===== src/rtl/fft_ctrl_pkg.sv =====
// ---------------------------------------------------------------------------
// fft_ctrl_pkg
// Shared definitions for the FFT frame controller: FSM state encoding,
// error-flag bit positions and default geometry of the frame.
// ---------------------------------------------------------------------------
package fft_ctrl_pkg;

    typedef enum logic [1:0] {
        ST_IDLE   = 2'd0,
        ST_LOAD   = 2'd1,
        ST_WAIT   = 2'd2,
        ST_UNLOAD = 2'd3
    } state_t;

    // Positions inside the sticky err vector
    localparam int ERR_TIMEOUT  = 0;
    localparam int ERR_SPURIOUS = 1;

    localparam int DEF_N       = 32;
    localparam int DEF_W       = 16;
    localparam int DEF_TIMEOUT = 1024;
    localparam int DEF_CNT_W   = 16;

endpackage


===== src/rtl/fft_ctrl_cnt.sv =====
// ---------------------------------------------------------------------------
// fft_ctrl_cnt
// Generic up-counter with synchronous clear, count enable and a terminal
// flag that is high while the count equals TERM.
//
// Ports:
//   clk  - system clock
//   rst  - synchronous active-high reset
//   clr  - synchronous clear (wins over en)
//   en   - increment by one
//   cnt  - current count
//   tc   - high while cnt == TERM
// ---------------------------------------------------------------------------
module fft_ctrl_cnt #(
    parameter int WIDTH = 4,
    parameter int TERM  = 15
) (
    input  logic             clk,
    input  logic             rst,
    input  logic             clr,
    input  logic             en,
    output logic [WIDTH-1:0] cnt,
    output logic             tc
);

    localparam logic [WIDTH-1:0] TERM_V = WIDTH'(TERM);

    logic [WIDTH-1:0] r_cnt;

    // NOTE: sequential state is only ever written with non-blocking assignments.
    always_ff @(posedge clk) begin
        if (rst || clr) begin
            r_cnt <= '0;
        end else if (en) begin
            r_cnt <= r_cnt + 1'b1;
        end
    end

    assign cnt = r_cnt;
    assign tc  = (r_cnt == TERM_V);

endmodule


===== src/rtl/fft32_frame_ctrl.sv =====
// ---------------------------------------------------------------------------
// fft32_frame_ctrl
// Frame sequencer in front of an N-point FFT core. Loads exactly N accepted
// samples into the core, waits for the core's result burst, and re-times the
// N results into an indexed stream with a last marker. Supervises the core
// with a WAIT timeout and flags done pulses that arrive outside a frame.
//
// Ports:
//   clk, rst                      - clock, synchronous active-high reset
//   in_valid/in_ready/in_re/in_im - upstream sample stream
//   core_we/core_in_re/core_in_im - write port of the FFT core
//   core_done/core_out_re/_im     - result port of the FFT core
//   out_valid/out_re/out_im       - result stream
//   out_index/out_last            - bin index, high on the Nth result
//   busy                          - high outside IDLE
//   frame_cnt                     - completed frames (wraps)
//   err                           - sticky: bit0 timeout, bit1 spurious done
//   clr_err                       - clears err (a same-cycle new error wins)
// ---------------------------------------------------------------------------
module fft32_frame_ctrl
    import fft_ctrl_pkg::*;
#(
    parameter int N       = DEF_N,
    parameter int W       = DEF_W,
    parameter int TIMEOUT = DEF_TIMEOUT,
    parameter int CNT_W   = DEF_CNT_W
) (
    input  logic                 clk,
    input  logic                 rst,
    input  logic                 in_valid,
    output logic                 in_ready,
    input  logic [W-1:0]         in_re,
    input  logic [W-1:0]         in_im,
    output logic                 core_we,
    output logic [W-1:0]         core_in_re,
    output logic [W-1:0]         core_in_im,
    input  logic                 core_done,
    input  logic [W-1:0]         core_out_re,
    input  logic [W-1:0]         core_out_im,
    output logic                 out_valid,
    output logic [W-1:0]         out_re,
    output logic [W-1:0]         out_im,
    output logic [$clog2(N)-1:0] out_index,
    output logic                 out_last,
    output logic                 busy,
    output logic [CNT_W-1:0]     frame_cnt,
    output logic [1:0]           err,
    input  logic                 clr_err
);

    localparam int IDX_W  = $clog2(N);
    localparam int WAIT_W = $clog2(TIMEOUT);

    state_t             r_state;
    logic               r_in_ready;
    logic               r_core_we;
    logic [W-1:0]       r_core_in_re, r_core_in_im;
    logic               r_out_valid, r_out_last;
    logic [W-1:0]       r_out_re, r_out_im;
    logic [IDX_W-1:0]   r_out_index;
    logic               r_busy;
    logic [CNT_W-1:0]   r_frame_cnt;
    logic [1:0]         r_err;

    logic               w_accept, w_capture, w_timeout, w_spurious;
    logic               w_load_done, w_frame_done;
    logic               w_load_tc, w_wait_tc, w_unload_tc;
    logic [IDX_W-1:0]   w_load_cnt, w_unload_cnt;
    logic [WAIT_W-1:0]  w_wait_cnt;
    logic [1:0]         w_err_set;
    logic               w_unused_cnt;

    assign w_accept     = in_valid && r_in_ready;
    // Results are only meaningful once all N samples have gone to the core
    assign w_capture    = core_done && (r_state == ST_WAIT || r_state == ST_UNLOAD);
    assign w_spurious   = core_done && (r_state == ST_IDLE || r_state == ST_LOAD);
    assign w_timeout    = (r_state == ST_WAIT) && !core_done && w_wait_tc;
    assign w_load_done  = (r_state == ST_LOAD) && w_accept && w_load_tc;
    assign w_frame_done = (r_state == ST_UNLOAD) && core_done && w_unload_tc;

    // Only the terminal flags steer the FSM; the load/wait counts are not needed
    assign w_unused_cnt = ^{w_load_cnt, w_wait_cnt};

    always_comb begin
        w_err_set               = '0;
        w_err_set[ERR_TIMEOUT]  = w_timeout;
        w_err_set[ERR_SPURIOUS] = w_spurious;
    end

    // Samples accepted in this frame; terminal at the Nth sample
    fft_ctrl_cnt #(.WIDTH(IDX_W), .TERM(N - 1)) u_load_cnt (
        .clk (clk),
        .rst (rst),
        .clr (w_load_done),
        .en  (w_accept),
        .cnt (w_load_cnt),
        .tc  (w_load_tc)
    );

    // Cycles spent in WAIT; held at zero outside it
    fft_ctrl_cnt #(.WIDTH(WAIT_W), .TERM(TIMEOUT - 1)) u_wait_cnt (
        .clk (clk),
        .rst (rst),
        .clr ((r_state != ST_WAIT) || core_done || w_timeout),
        .en  (r_state == ST_WAIT),
        .cnt (w_wait_cnt),
        .tc  (w_wait_tc)
    );

    // Results delivered in this frame; doubles as out_index
    fft_ctrl_cnt #(.WIDTH(IDX_W), .TERM(N - 1)) u_unload_cnt (
        .clk (clk),
        .rst (rst),
        .clr (w_frame_done),
        .en  (w_capture),
        .cnt (w_unload_cnt),
        .tc  (w_unload_tc)
    );

    always_ff @(posedge clk) begin
        if (rst) begin
            r_state      <= ST_IDLE;
            r_in_ready   <= 1'b0;
            r_core_we    <= 1'b0;
            r_core_in_re <= '0;
            r_core_in_im <= '0;
            r_out_valid  <= 1'b0;
            r_out_last   <= 1'b0;
            r_out_re     <= '0;
            r_out_im     <= '0;
            r_out_index  <= '0;
            r_busy       <= 1'b0;
            r_frame_cnt  <= '0;
            r_err        <= '0;
        end else begin
            // in_ready is low outside IDLE/LOAD, so accepts only happen there
            r_core_we <= w_accept;
            if (w_accept) begin
                r_core_in_re <= in_re;
                r_core_in_im <= in_im;
            end

            r_out_valid <= w_capture;
            r_out_last  <= w_frame_done;
            if (w_capture) begin
                r_out_re    <= core_out_re;
                r_out_im    <= core_out_im;
                r_out_index <= w_unload_cnt;
            end

            if (w_frame_done) begin
                r_frame_cnt <= r_frame_cnt + 1'b1;
            end

            // A new error in the clearing cycle survives the clear
            r_err <= (clr_err ? 2'b00 : r_err) | w_err_set;

            case (r_state)
                ST_IDLE: begin
                    // Rises one cycle after entering IDLE, keeping frames apart
                    r_in_ready <= 1'b1;
                    if (w_accept) begin
                        r_state <= ST_LOAD;
                        r_busy  <= 1'b1;
                    end
                end
                ST_LOAD: begin
                    if (w_load_done) begin
                        r_state    <= ST_WAIT;
                        r_in_ready <= 1'b0;
                    end
                end
                ST_WAIT: begin
                    if (core_done) begin
                        r_state <= ST_UNLOAD;
                    end else if (w_wait_tc) begin
                        r_state <= ST_IDLE;
                        r_busy  <= 1'b0;
                    end
                end
                ST_UNLOAD: begin
                    if (w_frame_done) begin
                        r_state <= ST_IDLE;
                        r_busy  <= 1'b0;
                    end
                end
                default: begin
                    r_state <= ST_IDLE;
                end
            endcase
        end
    end

    assign in_ready   = r_in_ready;
    assign core_we    = r_core_we;
    assign core_in_re = r_core_in_re;
    assign core_in_im = r_core_in_im;
    assign out_valid  = r_out_valid;
    assign out_last   = r_out_last;
    assign out_re     = r_out_re;
    assign out_im     = r_out_im;
    assign out_index  = r_out_index;
    assign busy       = r_busy;
    assign frame_cnt  = r_frame_cnt;
    assign err        = r_err;

endmodule


===== config.mk =====
export PLATFORM = sky130hd
export DESIGN_NAME = fft32_frame_ctrl
export DESIGN_NICKNAME = d
export VERILOG_FILES = /design/src/rtl/fft_ctrl_pkg.sv /design/src/rtl/fft_ctrl_cnt.sv /design/src/rtl/fft32_frame_ctrl.sv
export SDC_FILE = /design/constraint.sdc
export NUM_CORES = 1
export LEC_CHECK = 0
export ABC_AREA = 0
export CAP_MARGIN = 20
export CORE_UTILIZATION = 49
export CTS_BUF_LIST = sky130_fd_sc_hd__clkbuf_8
export DETAILED_ROUTE_END_ITERATION = 10
export PLACE_DENSITY = 0.86
export SLEW_MARGIN = 20
export SYNTH_ARGS = -nofsm -noshare
export SYNTH_HDL_FRONTEND = slang
export SYNTH_SLANG_ARGS = --single-unit

===== constraint.sdc =====
create_clock -name clk -period 4.9 [get_ports clk]
set_input_delay 0.49 -clock clk [delete_from_list [all_inputs] [get_ports clk]]
set_output_delay 0.49 -clock clk [all_outputs]
set_load 0.005 [all_outputs]

Yosys cells after proc, flatten, opt, wreduce, memory -nomap -nowiden
Cells that the tools add are included.
{"block": "totals", "elab_cells": 71, "inputBits": 69, "reg_bits": 114}
{"block": "op_classes", "muxes": 14, "add_sub_neg": 4, "n_reduce_logical": 23, "n_bitwise": 1, "eq_ne": 13}
{"op": "$add A16 B1 Y16 const B", "n": 1}
{"op": "$mux W2", "n": 6}
{"op": "$add A10 B1 Y10 const B", "n": 1}
{"op": "$add A5 B1 Y5 const B", "n": 2}
{"op": "$eq A10 B10 Y1 const B", "n": 1}
{"op": "$eq A5 B5 Y1 const B", "n": 2}
{"op": "$logic_and A1 B1 Y1", "n": 9}
{"op": "$ne A2 B2 Y1 const B", "n": 4}
{"op": "$pmux W2 S4", "n": 1}
{"op": "$logic_or A1 B1 Y1", "n": 7}
{"op": "$mux W1", "n": 5}
{"op": "$reduce_and A5 Y1", "n": 1}
{"op": "$eq A2 B2 Y1 const B", "n": 2}
{"op": "$ne A2 B1 Y1 const B", "n": 2}
{"op": "$reduce_and A4 Y1", "n": 1}
{"op": "$ne A3 B3 Y1 const B", "n": 1}
{"op": "$pmux W1 S3", "n": 1}
{"op": "$reduce_bool A3 Y1", "n": 1}
{"op": "$eq A2 B1 Y1 const B", "n": 1}
{"op": "$logic_not A2 Y1", "n": 1}
{"op": "$or A2 B2 Y2", "n": 1}
{"op": "$pmux W1 S2", "n": 1}
{"op": "$reduce_and A2 Y1", "n": 1}
{"op": "$reduce_bool A2 Y1", "n": 1}
{"op": "$logic_not A1 Y1", "n": 1}

Longest topological paths before layout
Gate-level depths: netlist of run 1.
{"block": "depth", "ltp_word": 5, "mapped_depth": 8, "mapped_depth_nobuf": 7}

By module
Synthesis of run 1 repeated with hierarchy kept, for this count alone.
{"block": "hier_totals", "cells_unflattened": 522, "hier_area_um2": 4418.0}
{"mod": "fft32_frame_ctrl", "n_inst": 1, "area_each_um2": 3442.1, "cells_each": 426, "seq_area_each_um2": 1881.8}
{"mod": "fft_ctrl_cnt at u_load_cnt ...", "n_inst": 2, "area_each_um2": 260.2, "cells_each": 23, "seq_area_each_um2": 100.1}
{"mod": "fft_ctrl_cnt at u_wait_cnt", "n_inst": 1, "area_each_um2": 455.4, "cells_each": 50, "seq_area_each_um2": 200.2}

Worst setup path before layout of run 1
OpenSTA, ideal clock, no wires.
{"block": "synth_timing", "kind": "flip-flop to flip-flop", "from": "register u_unload_cnt.r_cnt[0], in the netlist u_unload_cnt.cnt[0]", "to": "register r_frame_cnt[14], in the netlist frame_cnt[14]", "t_arrival_ns": 1.857, "slack_ns": 2.972, "stages_incl_launch_ff": 9, "setup_time_ns": 0.070, "n_path_buf": 1, "required_ns": 4.830, "path_cell_list": "dfxtp_1 -> ha_1 -> and3_1 -> ha_1 -> and4_1 -> buf_6 -> nand4_4 -> or4_1 -> a21oi_1"}
{"block": "synth_via", "elab_chain_len": 2}
{"element": "from (decl)", "line_no": "fft_ctrl_cnt.sv:28", "rtl": "logic [WIDTH-1:0] r_cnt;"}
{"element": "from (signal assigned)", "line_no": "fft_ctrl_cnt.sv:35", "rtl": "r_cnt <= r_cnt + 1'b1;"}
{"element": "$eq A5 B5 Y1", "line_no": "fft_ctrl_cnt.sv:40", "rtl": "assign tc = (r_cnt == TERM_V);"}
{"element": "$logic_and A1 B1 Y1", "line_no": "fft32_frame_ctrl.sv:79", "rtl": "assign w_frame_done = (r_state == ST_UNLOAD) && core_done && w_unload_tc;"}
{"element": "to (signal assigned)", "line_no": "fft32_frame_ctrl.sv:152", "rtl": "r_frame_cnt <= r_frame_cnt + 1'b1;"}
{"element": "to (decl)", "line_no": "fft32_frame_ctrl.sv:62", "rtl": "logic [CNT_W-1:0] r_frame_cnt;"}
No other way between the ends.
A chain may end at the register's enable or synchronous reset.

Final worst setup path of run 1
{"block": "layout_timing", "from": "register u_unload_cnt.r_cnt[0], in the netlist u_unload_cnt.cnt[0]", "to": "register r_frame_cnt[13], in the netlist frame_cnt[13]"}
Same word-level chain as after synthesis.

==> metrics.md, run 1 <==
| Metric | Value |
|---|---|
| Status | `finished, final reports clean` |
| Reg2Reg Setup Slack | `2.66 ns` |
| Gr usage total | `24.2%` |
| Top_reg_cell synth | `dfxtp_1` |
| Peak VDD IR | `201 uV` |
| Final Cell Area | `6440 um2` |
| Crit path launch | `u_unload_cnt.cnt[0]` |
| Synth Register Bits | `114` |
| Cts repair resizes | `0` |
| CP required | `5.19 ns` |
| Final Power | `2470 uW` |
| CTS root buf | `clkbuf_8` |
| Drt drc | `0` |
| Initial core utilization | `50.6%` |
| Max-Cap Viols | `0` |
| Leakage Power | `0.00233 uW` |
| Crit Path Category | `reg2reg` |
| Max frequency | `0.447 GHz` |
| CTS tree | `done` |
| Share of flip-flops with an asynchronous set or reset | `0%` |
| R2R cell count | `7` |
| Fin cells | `796` |
| # nets final | `754` |
| CTS H-tree depth | `4` |
| Port bufs | `160` |
| Pwr/cell area | `384 nW/um2` |
| Row cnt | `34` |
| Max clock buf depth | `2` |
| IO Count | `161` |
| Layout cells sized above 1 | `6.40%` |
| Post-Syn Instances | `526` |
| Routed wire length | `11000 um` |
| GRT overflow | `0` |
| Vias | `4138` |
| Final ANT Viol Nets | `0` |
| Seq/Total Area, Yosys | `52.0%` |
| Setup repair bufs after CTS | `0` |
| RSZ-0062 raised after global routing | `no` |
| Class of the worst hold path | `reg2reg` |
| Rel. slew slack | `52.4%` |
| Max Clock Skew | `0.0109 ns` |
| FILL cells | `657` |
| Drt pass-1 iters | `4` |
| Period utilisation layout | `45.7%` |
| First-pass GRT wire length | `18500 um` |
| Final min period | `2.24 ns` |
| Post-synthesis instance area | `4390 um2` |
| Post-CTS Hold Fix Bufs | `0` |
| Core area | `8680 um2` |
| GP Congestion | `0.824` |
| N_diodes | `0` |
| Synthesis Warnings | `0` |
| Syn Nets | `605` |
| # setup viols final | `0` |
| Reg-to-Reg End | `frame_cnt[13]` |
| Number of synthesized flops with an enable pin | `0` |
| Clk_lat worst skew | `0.41 ns` |
| Clk sinks | `114` |
| Hold depth | `1` |
| Syn avg cell area | `8.35 um2` |
| Crit start category | `register` |
| Vias in the first global route | `4053` |
| DIE AREA | `9350 um2` |
| Actual slew at the worst max-slew pin | `0.711 ns` |
| Max Slew Vio Count | `0` |
| Area Growth Syn to Fin | `46.6%` |
| # placed instances | `764` |
| Worst-path clk slew | `0.06 ns` |
| Hpwl dp | `7650 um` |
| Die Wd | `96.7 um` |
| CP endpoint | `frame_cnt[13]` |
| Routed len/inst | `13.8 um` |
| Post-DP Area | `6010 um2` |
| Routed vias/inst | `5.20` |
| Die Y-Extent | `96.7 um` |
| Library cells used by synthesis | `40` |
| Number of CTS-inserted buffers | `17` |
| Reg-to-Reg Start | `u_unload_cnt.cnt[0]` |
| Largest fanout on the critical path | `11` |
| Total Negative Setup Slacks | `0 ns` |
| Pin count of the biggest net entering global routing | `65` |
| WP data arrival | `2.53 ns` |
| CP Capture Type | `register` |
| DR iter-0 viols | `180` |
| Number of antenna violations at the first check in global routing | `0` |
| Final hold violations | `0` |
cells in the mapped netlist, drive strengths merged, types with 5 or more instances:
library cell	n	area, um2
ha	10	125
a21oi	84	420
and3	6	37.5
nand3	11	55.1
nand2	155	582
xor2	13	114
buf	10	50.1
clkbuf	23	86.3
nand4	10	77.6
dfxtp	114	2280
and4	5	43.8
inv	7	26.3
xnor2	10	87.6
nor2	32	120
critical path, stage by stage (launching register included):
cell and delay, ns:
dfxtp_1 0.40, ha_1 0.18, and3_1 0.16, ha_1 0.20, nand3_1 0.35, nor4_4 0.42, nand3_1 0.12, mux2_2 0.28
through the flow:
stage	hold slack, ns	utilization, %	setup slack (ns)
2_1_floorplan	0.413	-	2.97
3_3_place_gp	0.423	69.3	2.10
3_5_place_dp	0.441	69.3	1.84
4_1_cts	0.450	74.1	2.30
5_1_grt	0.472	74.2	2.50
6_report	0.452	74.2	2.66
routing by layer:
layer	vias to the layer above	global-route usage, %	part of all wire (%)
met4	0	9.64	1.7
li1	2054	-	-
met5	-	0	0
met1	1911	27.9	41
met3	18	10.0	8.7
met2	155	39.7	49
power by group:
| part | switching [uW] | total [uW] | leakage [uW] | internal (uW) |
|---|---|---|---|---|
| clock | 362 | 919 | 0.000224 | 557 |
| sequential | 55.7 | 1060 | 0.000924 | 1010 |
| combinational | 236 | 487 | 0.00119 | 251 |
| total | 653 | 2470 | 0.00233 | 1820 |
worst min-delay path by stage:
| stage | startpoint | endpoint | slack [ns] |
|---|---|---|---|
| global placement | u_wait_cnt.cnt[0] | u_wait_cnt.cnt[0] | 0.42 |
| global route | out_re[5] | out_re[5] | 0.47 |
| detailed placement | u_wait_cnt.cnt[0] | u_wait_cnt.cnt[0] | 0.44 |
| finish | u_wait_cnt.cnt[0] | u_wait_cnt.cnt[0] | 0.45 |
| CTS | u_wait_cnt.cnt[0] | u_wait_cnt.cnt[0] | 0.45 |
| floorplan | u_wait_cnt.cnt[0] | u_wait_cnt.cnt[0] | 0.41 |
placed cells by master (no fill, tap or decap), types with 2 or more instances in the layout:
| cell type | count |
|---|---|
| mux2_2 | 2 |
| and3_1 | 6 |
| o21ai_0 | 2 |
| nor3_1 | 3 |
| or4_1 | 3 |
| nand2b_1 | 3 |
| nor2b_1 | 3 |
| nand3_1 | 11 |
| buf_4 | 4 |
| mux2i_1 | 2 |
| ha_1 | 10 |
| o31ai_1 | 3 |
| xor2_1 | 13 |
| and4_1 | 5 |
| dfxtp_1 | 114 |
| nand4_1 | 9 |
| a31o_2 | 2 |
| clkinv_2 | 7 |
| clkbuf_8 | 18 |
| nor2_1 | 32 |
| bufinv_16 | 4 |
| inv_1 | 9 |
| nand2_1 | 154 |
| xnor2_1 | 10 |
| a21oi_1 | 84 |
| clkdlybuf4s50_1 | 159 |
state kept, by name, summed over array words and instances, names as in the netlist, 2 cells and up:
register          count
u_wait_cnt.cnt       10
out_im               16
err                   2
r_state               2
core_in_im           16
out_re               16
frame_cnt            16
u_unload_cnt.cnt      5
core_in_re           16
out_index             5
u_load_cnt.cnt        5
area by class of cell:
cell class                 count  area [um2]  share of cell area [%]
clock buffer                  18         248                    3.85
clock inverter                14         170                    2.64
inverter                       7        26.3                   0.408
multi-input combinational    372        1950                    30.4
sequential                   114        2280                    35.5
tap                          108         135                    2.10
timing repair buffer         163        1620                    25.2
logic make-up (layout without fill, tap and decap cells):
| logic type | count (synthesis) | in the layout | share of synthesized area, % |
|---|---|---|---|
| simple gates | 235 | 235 | 23.5 |
| fa+ha+maj | 10 | 10 | 2.85 |
| mux | 4 | 4 | 0.969 |
| xor+xnor | 23 | 23 | 4.59 |
| buf+inv | 40 | 202 | 3.70 |
| compound gates | 100 | 100 | 12.5 |
| flops | 114 | 114 | 52.0 |
(Power assumes the default switching activity.)
==> run 2, diff against run 1 <==
--- a/config.mk
+++ b/config.mk
@@ -7,10 +7,10 @@
 export LEC_CHECK = 0
 export ABC_AREA = 0
 export CAP_MARGIN = 20
-export CORE_UTILIZATION = 49
+export CORE_UTILIZATION = 46
 export CTS_BUF_LIST = sky130_fd_sc_hd__clkbuf_8
 export DETAILED_ROUTE_END_ITERATION = 10
-export PLACE_DENSITY = 0.86
+export PLACE_DENSITY = 0.81
 export SLEW_MARGIN = 20
 export SYNTH_ARGS = -nofsm -noshare
 export SYNTH_HDL_FRONTEND = slang
==> constraint.sdc (replaced) <==
create_clock -name clk -period 2.27 [get_ports clk]
set_input_delay 0.227 -clock clk [delete_from_list [all_inputs] [get_ports clk]]
set_output_delay 0.227 -clock clk [all_outputs]
set_load 0.005 [all_outputs]
==> metrics.md, run 2 (same netlist as run 1, synthesis figures left out) <==
| Metric | Value |
|---|---|
| Largest fanout on the critical path | `4 (was 11)` |
| Cts repair resizes | `0 (unchanged)` |
| Die Wd | `99.7 um (was 96.7 um)` |
| Final Power | `5410 uW (was 2470 uW)` |
| Reg-to-Reg Start | `u_unload_cnt.cnt[0] (unchanged)` |
| Max-Cap Viols | `0 (unchanged)` |
| Final worst slack | `0.129 ns (was 2.66 ns)` |
| Drt drc | `0 (unchanged)` |
| Final hold violations | `0 (unchanged)` |
| Status | `finished, final reports clean (unchanged)` |
| Layout cells sized above 1 | `7.20% (was 6.40%)` |
| CTS root buf | `clkbuf_8 (unchanged)` |
| Max Clock Skew | `0.00836 ns (was 0.0109 ns)` |
| Total Negative Setup Slacks | `0 ns (unchanged)` |
| Reg2Reg Setup Slack | `0.13 ns (was 2.66 ns)` |
| Area Growth Syn to Fin | `48.7% (was 46.6%)` |
| Post-layout util | `70.7% (was 74.2%)` |
| Hold depth | `2 (was 1)` |
| Hold Path Sink | `frame_cnt[2] (was u_wait_cnt.cnt[0])` |
| Row cnt | `35 (was 34)` |
| Max clock buf depth | `2 (unchanged)` |
| Pwr/cell area | `828 nW/um2 (was 384 nW/um2)` |
| GP Congestion | `0.749 (was 0.824)` |
| Peak VDD IR | `466 uV (was 201 uV)` |
| Vias in the first global route | `3882 (was 4053)` |
| CTS tree | `done (unchanged)` |
| Initial core utilization | `47.5% (was 50.6%)` |
| Hpwl dp | `7550 um (was 7650 um)` |
| Actual slew at the worst max-slew pin | `0.568 ns (was 0.711 ns)` |
| Post-Place Worst Slack | `0.154 ns (was 1.84 ns)` |
| IO Count | `161 (unchanged)` |
| Routed len/inst | `13.0 um (was 13.8 um)` |
| Number of antenna violations at the first check in global routing | `0 (unchanged)` |
| Vias | `4042 (was 4138)` |
| Port bufs | `160 (unchanged)` |
| Number of CTS-inserted buffers | `17 (unchanged)` |
| Final Cell Area | `6530 um2 (was 6440 um2)` |
| Crit Path Category | `reg2reg (unchanged)` |
| # nets final | `762 (was 754)` |
| Core area | `9240 um2 (was 8680 um2)` |
| Max Slew Vio Count | `0 (unchanged)` |
| Leakage Power | `0.00236 uW (was 0.00233 uW)` |
| Drt pass-1 iters | `4 (unchanged)` |
| Routed wire length | `10700 um (was 11000 um)` |
| GRT overflow | `0 (unchanged)` |
| Die Y-Extent | `99.7 um (was 96.7 um)` |
| Reg-to-Reg End | `r_state[0] (was frame_cnt[13])` |
| Clk_lat worst skew | `0.41 ns (about the same)` |
| Max frequency | `0.467 GHz (was 0.447 GHz)` |
| Rel. slew slack | `62.2% (was 52.4%)` |
| Crit start category | `register (unchanged)` |
| Class of the worst hold path | `in2reg (was reg2reg)` |
| CP required | `2.58 ns (was 5.19 ns)` |
| Setup repair bufs after CTS | `0 (unchanged)` |
| WP data arrival | `2.45 ns (was 2.53 ns)` |
| DIE AREA | `9940 um2 (was 9350 um2)` |
| Pin count of the biggest net entering global routing | `45 (was 65)` |
| CTS H-tree depth | `4 (unchanged)` |
| CP Capture Type | `register (unchanged)` |
| Final ANT Viol Nets | `0 (unchanged)` |
| Final min period | `2.14 ns (was 2.24 ns)` |
| Hold Startpoint | `rst (was u_wait_cnt.cnt[0])` |
| Period utilisation layout | `94.3% (was 45.7%)` |
| Most frequent cells in the layout | `159 x clkdlybuf4s50_1, 155 x nand2_1, 114 x dfxtp_1 (was 159 x clkdlybuf4s50_1, 154 x nand2_1, 114 x dfxtp_1)` |
| Post-DP Area | `6100 um2 (was 6010 um2)` |
| N_diodes | `0 (unchanged)` |
| Gr usage total | `22.1% (was 24.2%)` |
| # setup viols final | `0 (unchanged)` |
| RSZ-0062 raised after global routing | `no (unchanged)` |
| DR iter-0 viols | `153 (was 180)` |
| Routed vias/inst | `4.91 (was 5.20)` |
| Commonest non-fill, non-tap cell in the layout | `clkdlybuf4s50_1 (unchanged)` |
| First-pass GRT wire length | `17300 um (was 18500 um)` |
| Worst-path clk slew | `0.07 ns (was 0.06 ns)` |
| Clk sinks | `114 (unchanged)` |
| R2R cell count | `7 (unchanged)` |
| Post-CTS Hold Fix Bufs | `0 (unchanged)` |
## run 2: cell count changes in the layout (fill, tap and decap cells not counted), sizes merged
| cell | before | now |
|---|---|---|
| inv | 9 | 7 |
| clkbuf | 18 | 20 |
| buf | 4 | 12 |
| clkinv | 7 | 3 |
| clkinvlp | 1 | 3 |
## run 2: metrics by stage
| step | hold slack [ns] | cells |
|---|---|---|
| 2_1_floorplan | 0.363 | 526 |
| 3_3_place_gp | 0.424 | 793 |
| 3_5_place_dp | 0.440 | 793 |
| 4_1_cts | 0.213 | 823 |
| 5_1_grt | 0.228 | 823 |
| 6_report | 0.240 | 823 |
## run 2: worst max path at each step
stage,startpoint,to,slack [ns],depth (start not counted)
2_1_floorplan,u_unload_cnt.cnt[0],frame_cnt[14],0.34,8
3_3_place_gp,u_unload_cnt.cnt[0],frame_cnt[14],0.27,7
3_5_place_dp,u_unload_cnt.cnt[0],r_state[0],0.15,7
4_1_cts,u_unload_cnt.cnt[0],r_state[0],0.16,7
5_1_grt,u_unload_cnt.cnt[0],r_state[0],0.05,7
6_report,u_unload_cnt.cnt[0],r_state[0],0.13,7
## run 2: report_power, final
group	total, uW	switching (uW)	internal (uW)
combinational	1080	512	564
clock	2060	789	1270
sequential	2280	104	2180
total	5410	1410	4010
## run 2: layout make-up
class                   instances  area, um2
inverters                       7       26.3
clock buffers                  20        275
flip-flops and latches        114       2280
multi-input cells             372       1950
repair buffers                171       1680
clock inverters                10        158
fillers                       724       2710
well taps                     129        161
## run 2: metal layers
metal  part of all wire, %  track usage (%)  up-vias
li1                      -                -     2061
met1                    44             25.2     1821
met2                    47             37.2      151
met3                   8.6             9.56        9
met4                  0.69             6.79        0
met5                     0                0        -
## run 2: critical path, stage by stage (launching register included)
cell and delay [ns]:
dfxtp_1 0.40, ha_1 0.18, and3_1 0.17, ha_1 0.20
nand2_1 0.08, a222oi_1 0.57, a21oi_1 0.15, a311oi_1 0.29
